==> src/rtl/serial_add_pkg.sv <==
// Shared types and constants for the bit-serial adder.
package serial_add_pkg;

  localparam int DEFAULT_WIDTH = 8;

  typedef enum logic [1:0] {
    ST_IDLE = 2'd0,
    ST_RUN  = 2'd1,
    ST_DONE = 2'd2
  } state_t;

  // Bit index needs at least one bit even when only bit 0 exists.
  function automatic int idx_width(input int w);
    return (w > 1) ? $clog2(w) : 1;
  endfunction

endpackage

==> src/rtl/serial_add_seq_if.sv <==
// Request/result bundle for serial_add_seq; master is the requester, slave the adder.
interface serial_add_seq_if
  import serial_add_pkg::*;
#(
  parameter int WIDTH = DEFAULT_WIDTH
);
  logic             start;
  logic [WIDTH-1:0] a;
  logic [WIDTH-1:0] b;
  logic             cin;
  logic             ready;
  logic             busy;
  logic             done;
  logic [WIDTH-1:0] sum;
  logic             cout;

  modport master (
    output start, a, b, cin,
    input  ready, busy, done, sum, cout
  );

  modport slave (
    input  start, a, b, cin,
    output ready, busy, done, sum, cout
  );
endinterface

==> src/rtl/fa_bit.sv <==
// One-bit full adder, purely combinational.
module fa_bit (
  input  logic a,
  input  logic b,
  input  logic cin,
  output logic s,
  output logic cout
);
  assign s    = a ^ b ^ cin;
  assign cout = (a & b) | (a & cin) | (b & cin);
endmodule

==> src/rtl/serial_add_seq.sv <==
// Bit-serial adder, one bit per cycle LSB first; done pulses WIDTH edges after an accepted start.
// start is only accepted while ready; requests during RUN/DONE are dropped, not queued.
module serial_add_seq
  import serial_add_pkg::*;
#(
  parameter int WIDTH = DEFAULT_WIDTH
) (
  input logic             clk,
  input logic             rst,
  serial_add_seq_if.slave bus
);
  localparam int               IDX_W    = idx_width(WIDTH);
  localparam logic [IDX_W-1:0] LAST_IDX = IDX_W'(WIDTH - 1);

  state_t           state_q, state_d;
  logic [WIDTH-1:0] a_q, a_d;
  logic [WIDTH-1:0] b_q, b_d;
  logic [WIDTH-1:0] sum_q, sum_d;
  logic [IDX_W-1:0] idx_q, idx_d;
  logic             carry_q, carry_d;
  logic             cout_q, cout_d;
  logic             done_q, done_d;
  logic             ready_q, ready_d;
  logic             busy_q, busy_d;
  logic             fa_s, fa_c;

  // Operands are shifted right each cycle so the adder always sees bit 0.
  fa_bit u_fa (
    .a   (a_q[0]),
    .b   (b_q[0]),
    .cin (carry_q),
    .s   (fa_s),
    .cout(fa_c)
  );

  always_comb begin
    state_d = state_q;
    a_d     = a_q;
    b_d     = b_q;
    sum_d   = sum_q;
    idx_d   = idx_q;
    carry_d = carry_q;
    cout_d  = cout_q;
    done_d  = 1'b0;
    ready_d = ready_q;
    busy_d  = busy_q;

    case (state_q)
      ST_IDLE: begin
        if (bus.start) begin
          a_d     = bus.a;
          b_d     = bus.b;
          carry_d = bus.cin;
          idx_d   = '0;
          sum_d   = '0;
          cout_d  = 1'b0;
          state_d = ST_RUN;
          ready_d = 1'b0;
          busy_d  = 1'b1;
        end
      end
      ST_RUN: begin
        sum_d[idx_q] = fa_s;
        carry_d      = fa_c;
        a_d          = a_q >> 1;
        b_d          = b_q >> 1;
        if (idx_q == LAST_IDX) begin
          cout_d  = fa_c;
          done_d  = 1'b1;
          busy_d  = 1'b0;
          state_d = ST_DONE;
        end else begin
          idx_d = idx_q + 1'b1;
        end
      end
      ST_DONE: begin
        ready_d = 1'b1;
        state_d = ST_IDLE;
      end
      default: begin
        ready_d = 1'b1;
        busy_d  = 1'b0;
        state_d = ST_IDLE;
      end
    endcase
  end

  always_ff @(posedge clk) begin
    if (rst) begin
      state_q <= ST_IDLE;
      a_q     <= '0;
      b_q     <= '0;
      sum_q   <= '0;
      idx_q   <= '0;
      carry_q <= 1'b0;
      cout_q  <= 1'b0;
      done_q  <= 1'b0;
      ready_q <= 1'b1;
      busy_q  <= 1'b0;
    end else begin
      state_q <= state_d;
      a_q     <= a_d;
      b_q     <= b_d;
      sum_q   <= sum_d;
      idx_q   <= idx_d;
      carry_q <= carry_d;
      cout_q  <= cout_d;
      done_q  <= done_d;
      ready_q <= ready_d;
      busy_q  <= busy_d;
    end
  end

  assign bus.ready = ready_q;
  assign bus.busy  = busy_q;
  assign bus.done  = done_q;
  assign bus.sum   = sum_q;
  assign bus.cout  = cout_q;
endmodule

==> src/flat_wrapper.sv <==
// flat-port wrapper written by rule: the top's interface ports become plain ports
module serial_add_seq_flat import serial_add_pkg::*;
#(
  parameter int WIDTH = DEFAULT_WIDTH
)
  (clk, rst, bus_start, bus_a, bus_b, bus_cin, bus_ready, bus_busy, bus_done, bus_sum, bus_cout);
  serial_add_seq_if #(.WIDTH(WIDTH)) bus_i ();
  input logic clk;
  input logic rst;
  input wire logic [$bits(bus_i.start)-1:0] bus_start;
  input wire logic [$bits(bus_i.a)-1:0] bus_a;
  input wire logic [$bits(bus_i.b)-1:0] bus_b;
  input wire logic [$bits(bus_i.cin)-1:0] bus_cin;
  output wire logic [$bits(bus_i.ready)-1:0] bus_ready;
  output wire logic [$bits(bus_i.busy)-1:0] bus_busy;
  output wire logic [$bits(bus_i.done)-1:0] bus_done;
  output wire logic [$bits(bus_i.sum)-1:0] bus_sum;
  output wire logic [$bits(bus_i.cout)-1:0] bus_cout;
  assign bus_i.start = bus_start;
  assign bus_i.a = bus_a;
  assign bus_i.b = bus_b;
  assign bus_i.cin = bus_cin;
  assign bus_ready = bus_i.ready;
  assign bus_busy = bus_i.busy;
  assign bus_done = bus_i.done;
  assign bus_sum = bus_i.sum;
  assign bus_cout = bus_i.cout;
  serial_add_seq #(.WIDTH(WIDTH)) u_core (.clk(clk), .rst(rst), .bus(bus_i));
endmodule
==> config.mk <==
export PLATFORM = sky130hd
export DESIGN_NAME = serial_add_seq_flat
export DESIGN_NICKNAME = d
export VERILOG_FILES = /design/src/rtl/serial_add_pkg.sv /design/src/rtl/serial_add_seq_if.sv /design/src/rtl/fa_bit.sv /design/src/rtl/serial_add_seq.sv /design/src/flat_wrapper.sv
export SDC_FILE = /design/constraint.sdc
export NUM_CORES = 1
export LEC_CHECK = 0
export CORE_MARGIN = 1.5
export CORE_UTILIZATION = 55
export DETAILED_ROUTE_END_ITERATION = 10
export DONT_BUFFER_PORTS = 1
export GPL_TIMING_DRIVEN = 0
export PLACE_DENSITY = 0.75
export SYNTH_ARGS = -nofsm -noshare
export SYNTH_HDL_FRONTEND = slang
export SYNTH_SLANG_ARGS = --single-unit
export TNS_END_PERCENT = 100
==> constraint.sdc <==
create_clock -name clk -period 1.3 [get_ports clk]
set_input_delay 0.195 -clock clk [delete_from_list [all_inputs] [get_ports clk]]
set_output_delay 0.195 -clock clk [all_outputs]
set_load 0.02 [all_outputs]
# ---- After elaboration in Yosys (flattened, before gate mapping)
# Index checks and enable logic that the tools add are counted.
dict set report totals {
  regBits 34
  inputBits 20
  out_inout_bits 12
  elab_cells 63
}
dict set report classes {
  addsub 1
  magnitude_cmp 2
  eq_ne 6
  n_mux 25
  bitwise_logic 9
  reduce_logical 10
}
# operator n
set op_table {}
lappend op_table {{8-bit one-hot mux with 2 select lines} 3}
lappend op_table {{8-bit 2-to-1 mux} 3}
lappend op_table {{3-bit AND reduction} 3}
lappend op_table {{8-bit bitwise mux} 1}
lappend op_table {{1-bit 2-to-1 mux} 7}
lappend op_table {{3-bit 2-to-1 mux} 2}
lappend op_table {{1-bit one-hot mux with 2 select lines} 3}
lappend op_table {{3-bit one-hot mux with 2 select lines} 1}
lappend op_table {{2-bit AND reduction} 3}
lappend op_table {{3-bit by 4-bit less-than comparator with 1-bit output, second input constant} 1}
lappend op_table {{2-bit 2-to-1 mux} 2}
lappend op_table {{2-bit != test, second input constant} 2}
lappend op_table {{2-bit one-hot mux with 2 select lines} 1}
lappend op_table {{3-bit by 1-bit adder with 3-bit output, second input constant} 1}
lappend op_table {{1-bit bitwise AND} 3}
lappend op_table {{1-bit demux with 3-bit select} 1}
lappend op_table {{3-bit equality test, second input constant} 1}
lappend op_table {{3-bit by 1-bit greater-or-equal comparator with 1-bit output, second input constant} 1}
lappend op_table {{1-bit one-hot mux with 3 select lines} 1}
lappend op_table {{2-bit by 1-bit equality test with 1-bit output, second input constant} 1}
lappend op_table {{2-bit equality test, second input constant} 1}
lappend op_table {{2-bit logical NOT} 1}
lappend op_table {{2-bit by 1-bit != test with 1-bit output, second input constant} 1}
lappend op_table {{1-bit inverter} 2}
lappend op_table {{other kinds (5)} 7}

# ---- Longest topological paths before layout
dict set report logic_depth {
  ltp_word 6
  ltp_mapped 5
  mapped_depth_nobuf 5
}

# ---- Hierarchy
# Synthesis repeated with hierarchy kept, for this count alone.
dict set report unflattened {
  hier_cells 170
  hier_area_um2 1611.5
}
# module instances cells_per_inst area_per_inst_um2 seq_area_each_um2
set by_module_without_submodules {}
lappend by_module_without_submodules {serial_add_seq 1 169 1591.5 680.7}
lappend by_module_without_submodules {fa_bit 1 1 20.0 0.0}

# ---- Worst setup path after synthesis
# Ideal clock, no wire load.
dict set report synth_timing {
  kind {reg-to-reg}
  start {register u_core.a_q[0]}
  end {register u_core.sum_q[3], in the netlist u_core.bus.sum[3]}
  setup_ps 70
  t_arrival_ps 1307
  required_ps 1230
  setup_slack_ps -78
  path_stages_with_launch 6
  path_buffers 0
  synth_period_minus_slack_ps 1378
  cell_sequence {dfxtp_1 > inv_1 > fa_1 > nor3_1 > nand4_1 > o2bb2ai_1}
}
dict set report synth_via {
  elab_chain_cells 4
}
# element line_no
set synth_lines {}
lappend synth_lines {{start, declared} serial_add_seq.sv:16} ;# logic [WIDTH-1:0] a_q, a_d;
lappend synth_lines {{start signal, assigned} serial_add_seq.sv:91} ;# a_q <= '0;
lappend synth_lines {{start signal, assigned} serial_add_seq.sv:102} ;# a_q <= a_d;
lappend synth_lines {{1-bit XOR (2 in a row)} fa_bit.sv:9} ;# assign s = a ^ b ^ cin;
lappend synth_lines {{8-bit bitwise mux} serial_add_seq.sv:63} ;# sum_d[idx_q] = fa_s;
lappend synth_lines {{8-bit one-hot mux with 2 select lines} serial_add_seq.sv:48} ;# case (state_q)
lappend synth_lines {{end signal, assigned} serial_add_seq.sv:104} ;# sum_q <= sum_d;
lappend synth_lines {{end, declared} serial_add_seq.sv:18} ;# logic [WIDTH-1:0] sum_q, sum_d;
# Every way passes these cells.
# A chain may end at the register's enable or synchronous reset.

# ---- Final worst setup path
dict set report layout_timing {
  start {register u_core.carry_q}
  end {register u_core.sum_q[2], in the netlist u_core.bus.sum[2]}
}
dict set report layout_via {
  elab_chain_cells 3
}
# element line_no
set layout_lines {}
lappend layout_lines {{start, declared} serial_add_seq.sv:20} ;# logic carry_q, carry_d;
lappend layout_lines {{start signal, assigned} serial_add_seq.sv:106} ;# carry_q <= carry_d;
lappend layout_lines {{1-bit XOR} fa_bit.sv:9}
lappend layout_lines {{8-bit bitwise mux} serial_add_seq.sv:63}
lappend layout_lines {{8-bit one-hot mux with 2 select lines} serial_add_seq.sv:48}
# Every way passes these cells.

==> impl_metrics.env <==
export IMPL_first_global_vias=1459
export IMPL_insertion_delay_ns=0.36
export IMPL_vias=1496
export IMPL_wl_per_cell_um=16.8
export IMPL_syn2layout_area_growth_pct=22.8
export IMPL_outcome="finished with violations"
export IMPL_crit_path_start="u_core.carry_q"
export IMPL_use_met1_pct=29.6
export IMPL_synth_compound_area_share_pct=23.7
export IMPL_synthDistinctLibCells=43
export IMPL_synth_top_area_cell="dfxtp_1"
export IMPL_p_leak_nw=0.778
export IMPL_die_h_um=58.0
export IMPL_synth_area_leaders="dfxtp_1, a21oi_1, a211oi_2"
export IMPL_crit_family="adder cells"
export IMPL_syn_inst=184
export IMPL_muxShareOfSynthArea_pct=3.39
export IMPL_startpoint_type="register"
export IMPL_slew_headroom_pct=59.8
export IMPL_syn_area_um2=1660
export IMPL_nets=231
export IMPL_critPathArrivalTime_ns=1.79
export IMPL_endpoint="u_core.bus.sum[2]"
export IMPL_ys_seq_elements=34
export IMPL_gr_usage_met2_pct=43.0
export IMPL_r2r_end="u_core.bus.sum[2]"
export IMPL_grt_use_met3_pct=6.03
export IMPL_cp_required_ns=1.55
export IMPL_min_path_type="input pin to register"
export IMPL_reg2reg_depth=5
export IMPL_drcViolationCount=2
export IMPL_drive_gt1_share_pct=30.1
export IMPL_finalCritPeriodShare_pct=119
export IMPL_holdWs_ns=-0.000389
export IMPL_overflow=0
export IMPL_violations="design-rule violations, negative hold slack, negative setup slack"
export IMPL_ant_nets=0
export IMPL_yosysWarnings=0
export IMPL_synth_xor_area_share_pct=0
export IMPL_r2r_slack_ns=-0.24
export IMPL_synth_top_family_by_area="compound AO/OA/AOI/OAI gates"
export IMPL_path_depth=5
export IMPL_critPathSlowestCell="fa_2"
export IMPL_synth_edf_count=0
export IMPL_ys_flop_type="dfxtp_1"
export IMPL_ir_drop_v=0.000595
export IMPL_cts_tree="yes"
export IMPL_worst_path_largest_cell_delay_ns=0.64
export IMPL_placed_area_um2=1710
export IMPL_row_count=19
export IMPL_coreArea_um2=2810
export IMPL_hold_violations=1
export IMPL_clock_skew_ns=0.0119
export IMPL_place_hpwl_um=2640
export IMPL_grt_max_degree=11
export IMPL_die_width_um=58.0
export IMPL_max_freq_ghz=0.649
export IMPL_top_usage_layer="met2"
export IMPL_drv_cap=0
export IMPL_grt_use_total_pct=25.3
export IMPL_drtIter0Drc=62
export IMPL_synthTopCellsByCount="dfxtp_1, a21oi_1, nor2_1"
export IMPL_viasPerCell=6.23
export IMPL_synth_nets=207
export IMPL_ctsHtreeMaxLevel=2
export IMPL_setup_viol=8
export IMPL_r2r_start="u_core.carry_q"
export IMPL_cp_cell_sequence="inv_2 -> fa_2 -> nor3_4 -> buf_4 -> a22o_1"
export IMPL_synth_seq_area_share_pct=40.9
export IMPL_routabilityCongestion=0.897
export IMPL_grt_pass1_wl_um=6430
export IMPL_worst_pin_slew_ns=0.603
export IMPL_cts_root_buf="clkbuf_4"
export IMPL_crit_buf_inv=2
export IMPL_clk_pin_slew_worst_paths_ns=0.10
export IMPL_power_density_nw_per_um2=1060
export IMPL_firstDrtPassIters=9
export IMPL_cp_max_fo=2
export IMPL_yosysTopAreaCellShare_pct=40.9
export IMPL_rsz0062_at_grt="true"
export IMPL_endpoint_kind="register"
export IMPL_diodes=0
export IMPL_synth_simple_area_share_pct=22.9
export IMPL_slew_viol_final=0
export IMPL_avgSynthCellArea_um2=9.04
export IMPL_fin_tns_setup_ns=-1.54
export IMPL_async_flop_share_pct=0
export IMPL_synth_most_common_cell="dfxtp_1"
export IMPL_finalInstanceArea_um2=2040
export IMPL_clockBufferDepth=2
export IMPL_io_buffer_count=0
export IMPL_layout_setup_ws_ns=-0.241
export IMPL_finalCriticalPeriod_ns=1.54
export IMPL_path_class="register to register"
export IMPL_antenna_found_initial=0
export IMPL_synthAdderAreaFrac_pct=2.71
export IMPL_initial_core_util_pct=59.3
export IMPL_dieArea_um2=3360
export IMPL_numCtsBuffers=5
export IMPL_routed_wl_um=4030
export IMPL_pin_count=32
export IMPL_cts_sinks=34
-- metal layers --
layer | vias to the layer above | share of wire (%)
met1 | 718 | 39
met3 | 14 | 7.8
met5 | - | 0
li1 | 705 | -
met2 | 59 | 50
met4 | 0 | 2.3
-- what timing repair did --
| action | CTS | global route |
|---|---|---|
| gates resized for setup | 17 | 18 |
| hold buffers | 11 | 1 |
| pin swaps | 4 | 6 |
| hold endpoints to repair | 11 | 1 |
| endpoints found under the setup margin | 18 | 25 |
| buffers inserted | 5 | 0 |
-- how the worst min path moves through the flow --
stage                   from            end  slack, ns  cells past startpoint
global route        bus_b[3]  u_core.b_q[3]     0.0001                      2
floorplan           bus_a[1]  u_core.a_q[1]       0.34                      2
finish              bus_b[1]  u_core.b_q[1]    -0.0004                      2
CTS                 bus_b[1]  u_core.b_q[1]      0.002                      2
detailed placement  bus_a[2]  u_core.a_q[2]       0.35                      2
global placement    bus_a[1]  u_core.a_q[1]       0.34                      2
-- sequential cells by signal, summed over array words and instances (netlist names) --
register and flops:
u_core.idx_q 3, u_core.bus.busy 1, u_core.bus.done 1, u_core.bus.ready 1
u_core.bus.sum 8, u_core.carry_q 1, u_core.bus.cout 1, u_core.b_q 8
u_core.state_q 2, u_core.a_q 8
-- where the power goes --
part           total (mW)  internal [mW]  switching (mW)
Combinational       0.383          0.177           0.206
Sequential           1.15           1.10          0.0517
Clock               0.635          0.262           0.374
Total                2.17           1.54           0.632
-- per-stage QoR --
step	std cells	power [mW]	util, %	hold slack [ns]	setup slack [ns]
after CTS	239	2.13	69.7	0.00188	-0.197
final	240	2.17	72.8	-0.000389	-0.241
after floorplan	184	1.40	-	0.336	-0.0660
after global placement	215	1.45	61.1	0.339	-0.142
after detailed placement	215	1.47	61.1	0.348	-0.243
after global routing	240	2.27	72.8	0.000135	-0.280
-- area by class of cell --
class / count / area [µm²]
well taps: 31 / 38.8
repair buffers: 17 / 158
multi-input cells: 128 / 970
clock buffers: 7 / 55.1
inverters: 6 / 22.5
flip-flops and latches: 34 / 689
clock inverters: 1 / 5.00
fillers: 212 / 763
plain buffers: 16 / 104
-- cells by family after synthesis --
group,count (synthesis)
fa+ha+maj,3
simple gates,66
flops,34
compound gates,54
mux,5
buf+inv,22
-- layout by cell type, fill, tap and decap left out, drive strengths merged, types with 2 or more instances in the layout --
cell / Yosys / final
dfxtp: 34 / 34
a21oi: 21 / 21
nor2: 18 / 18
nand2: 17 / 17
clkbuf: 4 / 14
buf: 12 / 14
dlygate4sd3: 0 / 12
a211oi: 12 / 12
nor3b: 6 / 6
inv: 6 / 6
mux2: 5 / 5
nor2b: 4 / 4
o21ai: 4 / 4
nand2b: 3 / 3
o31ai: 3 / 3
nand4b: 3 / 3
a221oi: 3 / 3
nand4: 2 / 2
nor4: 2 / 2
o21a: 2 / 2
o22ai: 2 / 2
o21bai: 2 / 2
ha: 2 / 2
nor3: 2 / 2
o2bb2ai: 2 / 2
No activity file was read; power rests on OpenSTA's default activity.
